### config.mk
export PLATFORM = sky130hd
export DESIGN_NAME = spi_reg_master
export DESIGN_NICKNAME = d
export VERILOG_FILES = /design/src/rtl/spi_reg_master.sv
export SDC_FILE = /design/constraint.sdc
export NUM_CORES = 1
export LEC_CHECK = 0
export BUFFER_PORTS_ARGS = -buffer_cell sky130_fd_sc_hd__buf_2
export CAP_MARGIN = 10
export CORE_ASPECT_RATIO = 0.9
export CORE_MARGIN = 3
export CORE_UTILIZATION = 55
export DETAILED_ROUTE_END_ITERATION = 12
export HOLD_SLACK_MARGIN = 0.1
export MAX_ROUTING_LAYER = met4
export PLACE_DENSITY = 0.77
export SYNTH_ARGS = -nofsm -noshare
export SYNTH_HDL_FRONTEND = slang
export SYNTH_SLANG_ARGS = --single-unit
### constraint.sdc
create_clock -name clk -period 5.7 [get_ports clk]
set_input_delay 1.14 -clock clk [delete_from_list [all_inputs] [get_ports clk]]
set_output_delay 1.14 -clock clk [all_outputs]
set_load 0.01 [all_outputs]
### src/rtl/spi_reg_master.sv
// ---------------------------------------------------------------------------
// spi_reg_master
//   SPI mode-0 master for two-byte register transactions. A request latches
//   {rw, addr, wdata}; the block then shifts byte 0 = {rw, addr} and
//   byte 1 = wdata (write) or 0x00 (read), MSB first, with ss held low for
//   both bytes. On reads the second received byte is returned on rdata.
//
//   Frame (in clk cycles, D = CLK_DIV):
//     SETUP D | BYTE0 16D | [GAP GAP_CYCLES] | BYTE1 16D | HOLD D | RECOVER D
//   done pulses on the last RECOVER cycle: 35*D (+GAP_CYCLES) after accept.
//
//   Configuration macro: SPI_REG_MASTER_BYTE_GAP_EN
//     defined   -> GAP state of GAP_CYCLES sclk-low cycles between the bytes
//     undefined -> byte 1 follows byte 0 back-to-back (no GAP state/counter)
//
// Parameters
//   CLK_DIV     sclk half-period in clk cycles (2..255)
//   GAP_CYCLES  inter-byte idle cycles (1..256, used only with the macro)
//
// Ports
//   clk      in   system clock
//   reset_n  in   asynchronous active-low reset
//   start    in   one-cycle request, accepted only when idle
//   rw       in   0 = read, 1 = write (sampled with start)
//   addr     in   7-bit register address (sampled with start)
//   wdata    in   write data (sampled with start)
//   busy     out  transaction in progress
//   done     out  one-cycle completion pulse
//   rdata    out  last read data
//   sclk     out  SPI clock, idle low
//   mosi     out  SPI data out, MSB first
//   miso     in   SPI data in
//   ss       out  active-low slave select
// ---------------------------------------------------------------------------
module spi_reg_master #(
    parameter int unsigned CLK_DIV    = 25,
    parameter int unsigned GAP_CYCLES = 8
) (
    input  logic       clk,
    input  logic       reset_n,
    input  logic       start,
    input  logic       rw,
    input  logic [6:0] addr,
    input  logic [7:0] wdata,
    output logic       busy,
    output logic       done,
    output logic [7:0] rdata,
    output logic       sclk,
    output logic       mosi,
    input  logic       miso,
    output logic       ss
);

    // Elaboration-time guard on the legal parameter ranges.
    if (CLK_DIV < 2 || CLK_DIV > 255 || GAP_CYCLES < 1 || GAP_CYCLES > 256) begin : g_bad_param
        $error("spi_reg_master: CLK_DIV must be 2..255 and GAP_CYCLES 1..256");
    end

    localparam logic [7:0] DivLast = 8'(CLK_DIV - 1);
`ifdef SPI_REG_MASTER_BYTE_GAP_EN
    localparam logic [7:0] GapLast = 8'(GAP_CYCLES - 1);
`endif

    typedef enum logic [2:0] {
        StIdle,
        StSetup,
        StByte0,
`ifdef SPI_REG_MASTER_BYTE_GAP_EN
        StGap,
`endif
        StByte1,
        StHold,
        StRecover
    } state_t;

    state_t      r_state, w_state;
    logic [7:0]  r_div, w_div;
    logic [2:0]  r_bit, w_bit;
    logic [15:0] r_tx, w_tx;
    logic [7:0]  r_rx, w_rx;
    logic        r_rw, w_rw;
    logic        r_busy, w_busy;
    logic        r_done, w_done;
    logic [7:0]  r_rdata, w_rdata;
    logic        r_sclk, w_sclk;
    logic        r_mosi, w_mosi;
    logic        r_ss, w_ss;
`ifdef SPI_REG_MASTER_BYTE_GAP_EN
    logic [7:0]  r_gap, w_gap;
`endif

    logic w_div_zero;
    assign w_div_zero = (r_div == 8'd0);

    always_comb begin
        w_state = r_state;
        w_div   = r_div;
        w_bit   = r_bit;
        w_tx    = r_tx;
        w_rx    = r_rx;
        w_rw    = r_rw;
        w_busy  = r_busy;
        w_done  = 1'b0;
        w_rdata = r_rdata;
        w_sclk  = r_sclk;
        w_mosi  = r_mosi;
        w_ss    = r_ss;
`ifdef SPI_REG_MASTER_BYTE_GAP_EN
        w_gap   = r_gap;
`endif
        case (r_state)
            StIdle: begin
                if (start) begin
                    w_state = StSetup;
                    w_div   = DivLast;
                    w_tx    = {rw, addr, (rw ? wdata : 8'h00)};
                    w_rw    = rw;
                    w_rx    = 8'h00;
                    w_bit   = 3'd0;
                    w_busy  = 1'b1;
                    w_ss    = 1'b0;
                    w_sclk  = 1'b0;
                    w_mosi  = rw; // byte-0 MSB presented during SETUP
                end
            end
            StSetup: begin
                if (w_div_zero) begin
                    w_state = StByte0;
                    w_div   = DivLast;
                    w_bit   = 3'd0;
                end else begin
                    w_div = r_div - 8'd1;
                end
            end
            StByte0, StByte1: begin
                if (!w_div_zero) begin
                    w_div = r_div - 8'd1;
                end else begin
                    w_div = DivLast;
                    if (!r_sclk) begin
                        // Rising edge: only byte-1 bits are kept.
                        w_sclk = 1'b1;
                        if (r_state == StByte1) begin
                            w_rx = {r_rx[6:0], miso};
                        end
                    end else begin
                        // Falling edge: present the next bit while sclk is low.
                        w_sclk = 1'b0;
                        w_mosi = r_tx[14];
                        w_tx   = {r_tx[14:0], 1'b0};
                        w_bit  = r_bit + 3'd1;
                        if (r_bit == 3'd7) begin
                            if (r_state == StByte1) begin
                                w_state = StHold;
                            end else begin
`ifdef SPI_REG_MASTER_BYTE_GAP_EN
                                w_state = StGap;
                                w_gap   = GapLast;
`else
                                w_state = StByte1;
`endif
                            end
                        end
                    end
                end
            end
`ifdef SPI_REG_MASTER_BYTE_GAP_EN
            StGap: begin
                if (r_gap == 8'd0) begin
                    w_state = StByte1;
                    w_div   = DivLast;
                end else begin
                    w_gap = r_gap - 8'd1;
                end
            end
`endif
            StHold: begin
                if (w_div_zero) begin
                    w_state = StRecover;
                    w_div   = DivLast;
                    w_ss    = 1'b1;
                end else begin
                    w_div = r_div - 8'd1;
                end
            end
            StRecover: begin
                if (w_div_zero) begin
                    w_state = StIdle;
                end else begin
                    w_div = r_div - 8'd1;
                    // Arm done/rdata so they appear together on the final cycle.
                    if (r_div == 8'd1) begin
                        w_done = 1'b1;
                        w_busy = 1'b0;
                        if (!r_rw) begin
                            w_rdata = r_rx;
                        end
                    end
                end
            end
            default: begin
                w_state = StIdle;
            end
        endcase
    end

    always_ff @(posedge clk or negedge reset_n) begin
        if (!reset_n) begin
            r_state <= StIdle;
            r_div   <= 8'd0;
            r_bit   <= 3'd0;
            r_tx    <= 16'h0000;
            r_rx    <= 8'h00;
            r_rw    <= 1'b0;
            r_busy  <= 1'b0;
            r_done  <= 1'b0;
            r_rdata <= 8'h00;
            r_sclk  <= 1'b0;
            r_mosi  <= 1'b0;
            r_ss    <= 1'b1;
`ifdef SPI_REG_MASTER_BYTE_GAP_EN
            r_gap   <= 8'd0;
`endif
        end else begin
            r_state <= w_state;
            r_div   <= w_div;
            r_bit   <= w_bit;
            r_tx    <= w_tx;
            r_rx    <= w_rx;
            r_rw    <= w_rw;
            r_busy  <= w_busy;
            r_done  <= w_done;
            r_rdata <= w_rdata;
            r_sclk  <= w_sclk;
            r_mosi  <= w_mosi;
            r_ss    <= w_ss;
`ifdef SPI_REG_MASTER_BYTE_GAP_EN
            r_gap   <= w_gap;
`endif
        end
    end

    assign busy  = r_busy;
    assign done  = r_done;
    assign rdata = r_rdata;
    assign sclk  = r_sclk;
    assign mosi  = r_mosi;
    assign ss    = r_ss;

endmodule
==> results of run 1 <==
## final timing paths
path	depth (start not counted)	slack (ps)	endpoint
max in group asynchronous	2	4340	r_div[6]$_DFFE_PN0P_
worst max-delay path	6	3330	r_rx[5]$_DFFE_PN0P_
min in group asynchronous	2	950	r_tx[4]$_DFFE_PN0P_
worst max register to register	4	3390	rdata[0]$_DFFE_PN0P_
worst min register to register	2	480	mosi$_DFFE_PN0P_
worst min-delay path	2	480	mosi$_DFFE_PN0P_
## registers in the layout, indices dropped and copies added, names as in the netlist
signal,cells
r_rw,1
r_tx,15
ss,1
mosi,1
rdata,8
busy,1
r_div,8
r_state,3
r_rx,8
done,1
r_bit,3
sclk,1
## Yosys cell counts (all sizes together), types with 2 or more instances
cell and count:
dfrtp 50, nand2 38, o21ai 33, nor2 15, a21oi 14, mux2 11, mux2i 11, clkbuf 10
inv 9, and3 7, nand3 7, a211oi 6, buf 5, ha 5, or4 5, nor4 4
a21o 3, nor3 3, nor3b 3, a31oi 2, nand2b 2, nand4 2, nor2b 2, nor4bb 2
o221ai 2, o22ai 2, or2 2
## cells in the final DEF (no fill, tap or decap), drive strengths merged, types with 7 or more instances in the layout
| cell type | instances |
|---|---|
| nand3 | 7 |
| nor2 | 15 |
| mux2 | 11 |
| mux2i | 11 |
| o21ai | 33 |
| dfrtp | 50 |
| nand2 | 38 |
| inv | 9 |
| a21oi | 14 |
| buf | 35 |
| and3 | 7 |
## per-layer routing
metal | share of wire | up-vias | GRT usage
met2 | 0.45 | 56 | 0.309
met5 | 0 | - | -
met3 | 0.052 | 2 | 0.0389
met1 | 0.50 | 993 | 0.300
li1 | - | 1039 | -
met4 | 0.0055 | 0 | 0.0553
## worst register-to-register path: cells and delay by family (launching register included)
kind             cells  cell delay (ps)
DFF                  1              480
muxes                1              370
and+or+nand+nor      3             1350
## through the flow
stage | utilization | std cells
3_3_place_gp | 0.623 | 352
2_1_floorplan | - | 272
6_report | 0.651 | 361
3_5_place_dp | 0.623 | 352
4_1_cts | 0.647 | 359
5_1_grt | 0.651 | 361
## cells by family after synthesis
family          Yosys count  share of synthesized area
simple gates             97                      0.196
compound gates           73                      0.171
flops                    51                      0.483
buf+inv                  24                     0.0360
fa+ha+maj                 5                     0.0237
mux                      22                     0.0899
## power by group
| group | total (mW) | switching, mW | internal (mW) |
|---|---|---|---|
| logic | 0.451 | 0.258 | 0.192 |
| clock network | 0.242 | 0.113 | 0.128 |
| registers | 0.606 | 0.125 | 0.481 |
## final cells by class
class,count,share of cell area
clock buffer,5,0.0233
clock inverter,2,0.0127
inverter,9,0.0114
multi-input combinational,197,0.432
sequential,51,0.432
tap,62,0.0262
timing repair buffer,35,0.0630
==> flow_summary.toml, run 1 <==
[place]
place_area_mm2 = 0.00283
place_congestion = 0.853
dp_slack_ps = 2850
port_buffers = 32
hpwl_um = 3640

[setup_path]
end_kind = "register"
crit_chain = "buf_2 > nor4b_1 > a41oi_1 > buf_4 > nand2_1 > o21ai_0"
slowest_stage = "nor4b_1"
critPathMaxStageDelay_ps = 560
r2r_start = "r_div[3]$_DFFE_PN0P_"
crit_family = "simple AND/OR/NAND/NOR gates"
cp_max_fo = 10
crit_required_ps = 5850
start_kind = "input port"
worstSetupStartpoint = "start"
crit_buf_inv = 2
cp.arrival_ps = 2520
crit_type = "in -> reg"

[pwr]
p_leak_nw = 1.38
max-vdd-ir-drop_mv = 0.234
power_density_mw_per_mm2 = 439
total_power_mw = 1.30

[global_route]
track_usage = 0.209
grt_pass1_wl_um = 9180
antenna_found_initial = 0
grt_max_degree = 52
gr-total-overflow = 0
grt_pass1_vias = 1989

[die]
core_area_mm2 = 0.00455
dieArea_mm2 = 0.00568
num_rows = 23
io_pins = 33
start_util = 0.581
die_h_um = 71.8
fp.dieW_um = 79.1

[sta]
hold_slack_ps = 485
setup_viol = 0
period_minus_slack_ps = 2370
grt_setup_unrepaired = "false"
hold_viol = 0
setup_ws_ps = 3330
slew_violations = 0
slew_headroom = 0.235
skew_ps = 3.77
fin_tns_setup_ps = 0
fin_crit_sh = 0.415
worst_slew_pin_slew_ps = 1140
fmax_mhz = 422

[synthesis]
synthArstFlopShare = 1.00
syn_nets = 297
netlist.top_cell.by_area = "dfrtp_1"
synthTopCellsByArea = "dfrtp_1 (47%), o21ai_0 (5.9%), nand2_1 (5.4%)"
yosysTopAreaCellShare = 0.473
synth_area_per_cell_um2 = 9.72
netlist_area_mm2 = 0.00264
yosysSeqAreaShare = 0.483
yosys_register_bits = 51
yosys_warnings = 0
synth_cells = 272
synthFlopType = "dfrtp_1"
synth_edf_count = 0
synth.distinct_cells = 52

[final_layout]
seq_area_mm2 = 0.00128
area_growth_pct = 11.9
final_layout_size_suffix_gt1_frac = 0.201
nets = 324
n_antenna_cell = 0
fillCellCount = 407
post-route-cell-area_mm2 = 0.00296
multi_input_area_mm2 = 0.00128

[route]
vias_per_cell = 5.79
wirelength_um = 5250
drc_errors = 0
ant_nets = 0
via_count = 2090
wl_per_cell_um = 14.5
detail_route.iter0.violations = 122
firstDrtPassIters = 4

[cts]
cts_buffer_depth = 2
cts-root-buf = "clkbuf_8"
numCtsBuffers = 5
clk_pin_slew_ps = 90
ctsResizeCount = 0
clk_latency_ps = 300
hold_buffers = 0
post_cts_buffers = 0
cts_tree = "yes"
clock-sinks = 51
htree_levels = 2

[run]
cap_violations = 0

[hold_path]
hold_class = "reg -> reg"
hp-start = "mosi$_DFFE_PN0P_"

[run_status]
status = "complete, no violations"
(Power assumes the default switching activity.)
==> run 2: changes to the inputs <==
==> constraint.sdc (replaced) <==
create_clock -name clk -period 2.4 [get_ports clk]
set_input_delay 0.48 -clock clk [delete_from_list [all_inputs] [get_ports clk]]
set_output_delay 0.48 -clock clk [all_outputs]
set_load 0.01 [all_outputs]
==> flow_summary.toml, run 2 (same netlist as run 1, synthesis figures left out) <==
[run_status]
status = "complete, no violations"

[cts]
cts_buffer_depth = 2
hold_buffers = 0
clk_pin_slew_ps = 90
clk_latency_ps = 300
numCtsBuffers = 5
post_cts_buffers = 0
htree_levels = 2
cts_tree = "yes"
cts-root-buf = "clkbuf_8"
ctsResizeCount = 0
clock-sinks = 51

[global_route]
gr-total-overflow = 0
grt_pass1_wl_um = 9270
grt_pass1_vias = 1983
track_usage = 0.209
antenna_found_initial = 0
grt_max_degree = 52

[place]
place_congestion = 0.941
place_area_mm2 = 0.00292
hpwl_um = 3790
dp_cells = 363
port_buffers = 32

[final_layout]
seq_area_mm2 = 0.00128
area_growth_pct = 14.6
post-route-cell-area_mm2 = 0.00303
final_common_cell = "dfrtp_1"
nets = 334
post-route-util = 0.666
largest_register_ffs = 15
layout_common_cells = "dfrtp_1 (50), nand2_1 (38), buf_2 (32)"
n_antenna_cell = 0
multi_input_area_mm2 = 0.00128
top_register = "r_tx"
final_layout_size_suffix_gt1_frac = 0.227
fillCellCount = 379
fin_cells = 371

[route]
drc_errors = 0
wirelength_um = 5310
detail_route.iter0.violations = 160
vias_per_cell = 5.73
via_count = 2124
firstDrtPassIters = 4
ant_nets = 0
wl_per_cell_um = 14.3

[die]
num_rows = 23
dieArea_mm2 = 0.00568
core_area_mm2 = 0.00455
die_h_um = 71.8
start_util = 0.581
io_pins = 33
fp.dieW_um = 79.1

[pwr]
total_power_mw = 3.16
power_density_mw_per_mm2 = 1040
p_leak_nw = 1.43
max-vdd-ir-drop_mv = 0.802

[setup_path]
slowest_stage = "dfrtp_1"
crit_buf_inv = 1
end_kind = "register"
start_kind = "register"
crit_family = "simple AND/OR/NAND/NOR gates"
cp.arrival_ps = 2290
critPathMaxStageDelay_ps = 440
crit_required_ps = 2590
cp_max_fo = 8
r2r_start = "r_div[0]$_DFFE_PN0P_"
crit_chain = "inv_1 > ha_1 > nor4bb_1 > nand4_1 > nor2_4 > mux2_2"
worstSetupStartpoint = "r_div[0]$_DFFE_PN0P_"
crit_type = "reg -> reg"

[sta]
fmax_mhz = 476
setup_viol = 0
slew_violations = 0
hold_viol = 0
slew_headroom = 0.577
skew_ps = 13.2
period_minus_slack_ps = 2100
worst_slew_pin_slew_ps = 635
grt_setup_unrepaired = "false"
fin_crit_sh = 0.875
fin_tns_setup_ps = 0

[run]
cap_violations = 0

[hold_path]
hold_class = "in -> async"
[run 2: path summary, 6_finish.rpt]
check / to / slack (ps) / depth (start not counted)
max reg2reg: rdata[3]$_DFFE_PN0P_ / 300 / 6
max: rdata[3]$_DFFE_PN0P_ / 300 / 6
max in group asynchronous: r_rx[5]$_DFFE_PN0P_ / 1680 / 2
min in group clk: r_rx[0]$_DFFE_PN0P_ / 430 / 3
min reg2reg: r_tx[11]$_DFFE_PN0P_ / 490 / 2
min: r_tx[3]$_DFFE_PN0P_ / 280 / 2
[run 2: area by class of cell]
cell class | instances | share of cell area
Inverter | 9 | 0.0111
Sequential cell | 51 | 0.422
Clock inverter | 2 | 0.0124
Timing Repair Buffer | 45 | 0.0851
Tap cell | 62 | 0.0256
Multi-Input combinational cell | 197 | 0.422
Clock buffer | 5 | 0.0227
[run 2: power by group]
| group | switching, mW | internal, mW |
|---|---|---|
| Combinational | 0.646 | 0.518 |
| Clock | 0.270 | 0.305 |
| Sequential | 0.283 | 1.14 |
[run 2: per-stage QoR]
step / hold slack (ps) / setup WS [ps]
3_3_place_gp: 456 / 321
4_1_cts: 308 / 112
2_1_floorplan: 184 / 477
5_1_grt: 327 / 185
3_5_place_dp: 470 / 121
6_report: 276 / 299
[run 2: worst reg2reg max path, cell delays in order, from the launching register on]
cell and delay [ps]:
dfrtp_1 440, inv_1 90, ha_1 250, nor4bb_1 260, nand4_1 270, nor2_4 310
mux2_2 370
[run 2: metal layers]
metal	GRT usage	up-vias	wire length, µm
li1	-	1054	-
met4	0.0553	0	35
met1	0.302	1023	2630
met3	0.0364	4	220
met2	0.308	43	2430
met5	-	-	0
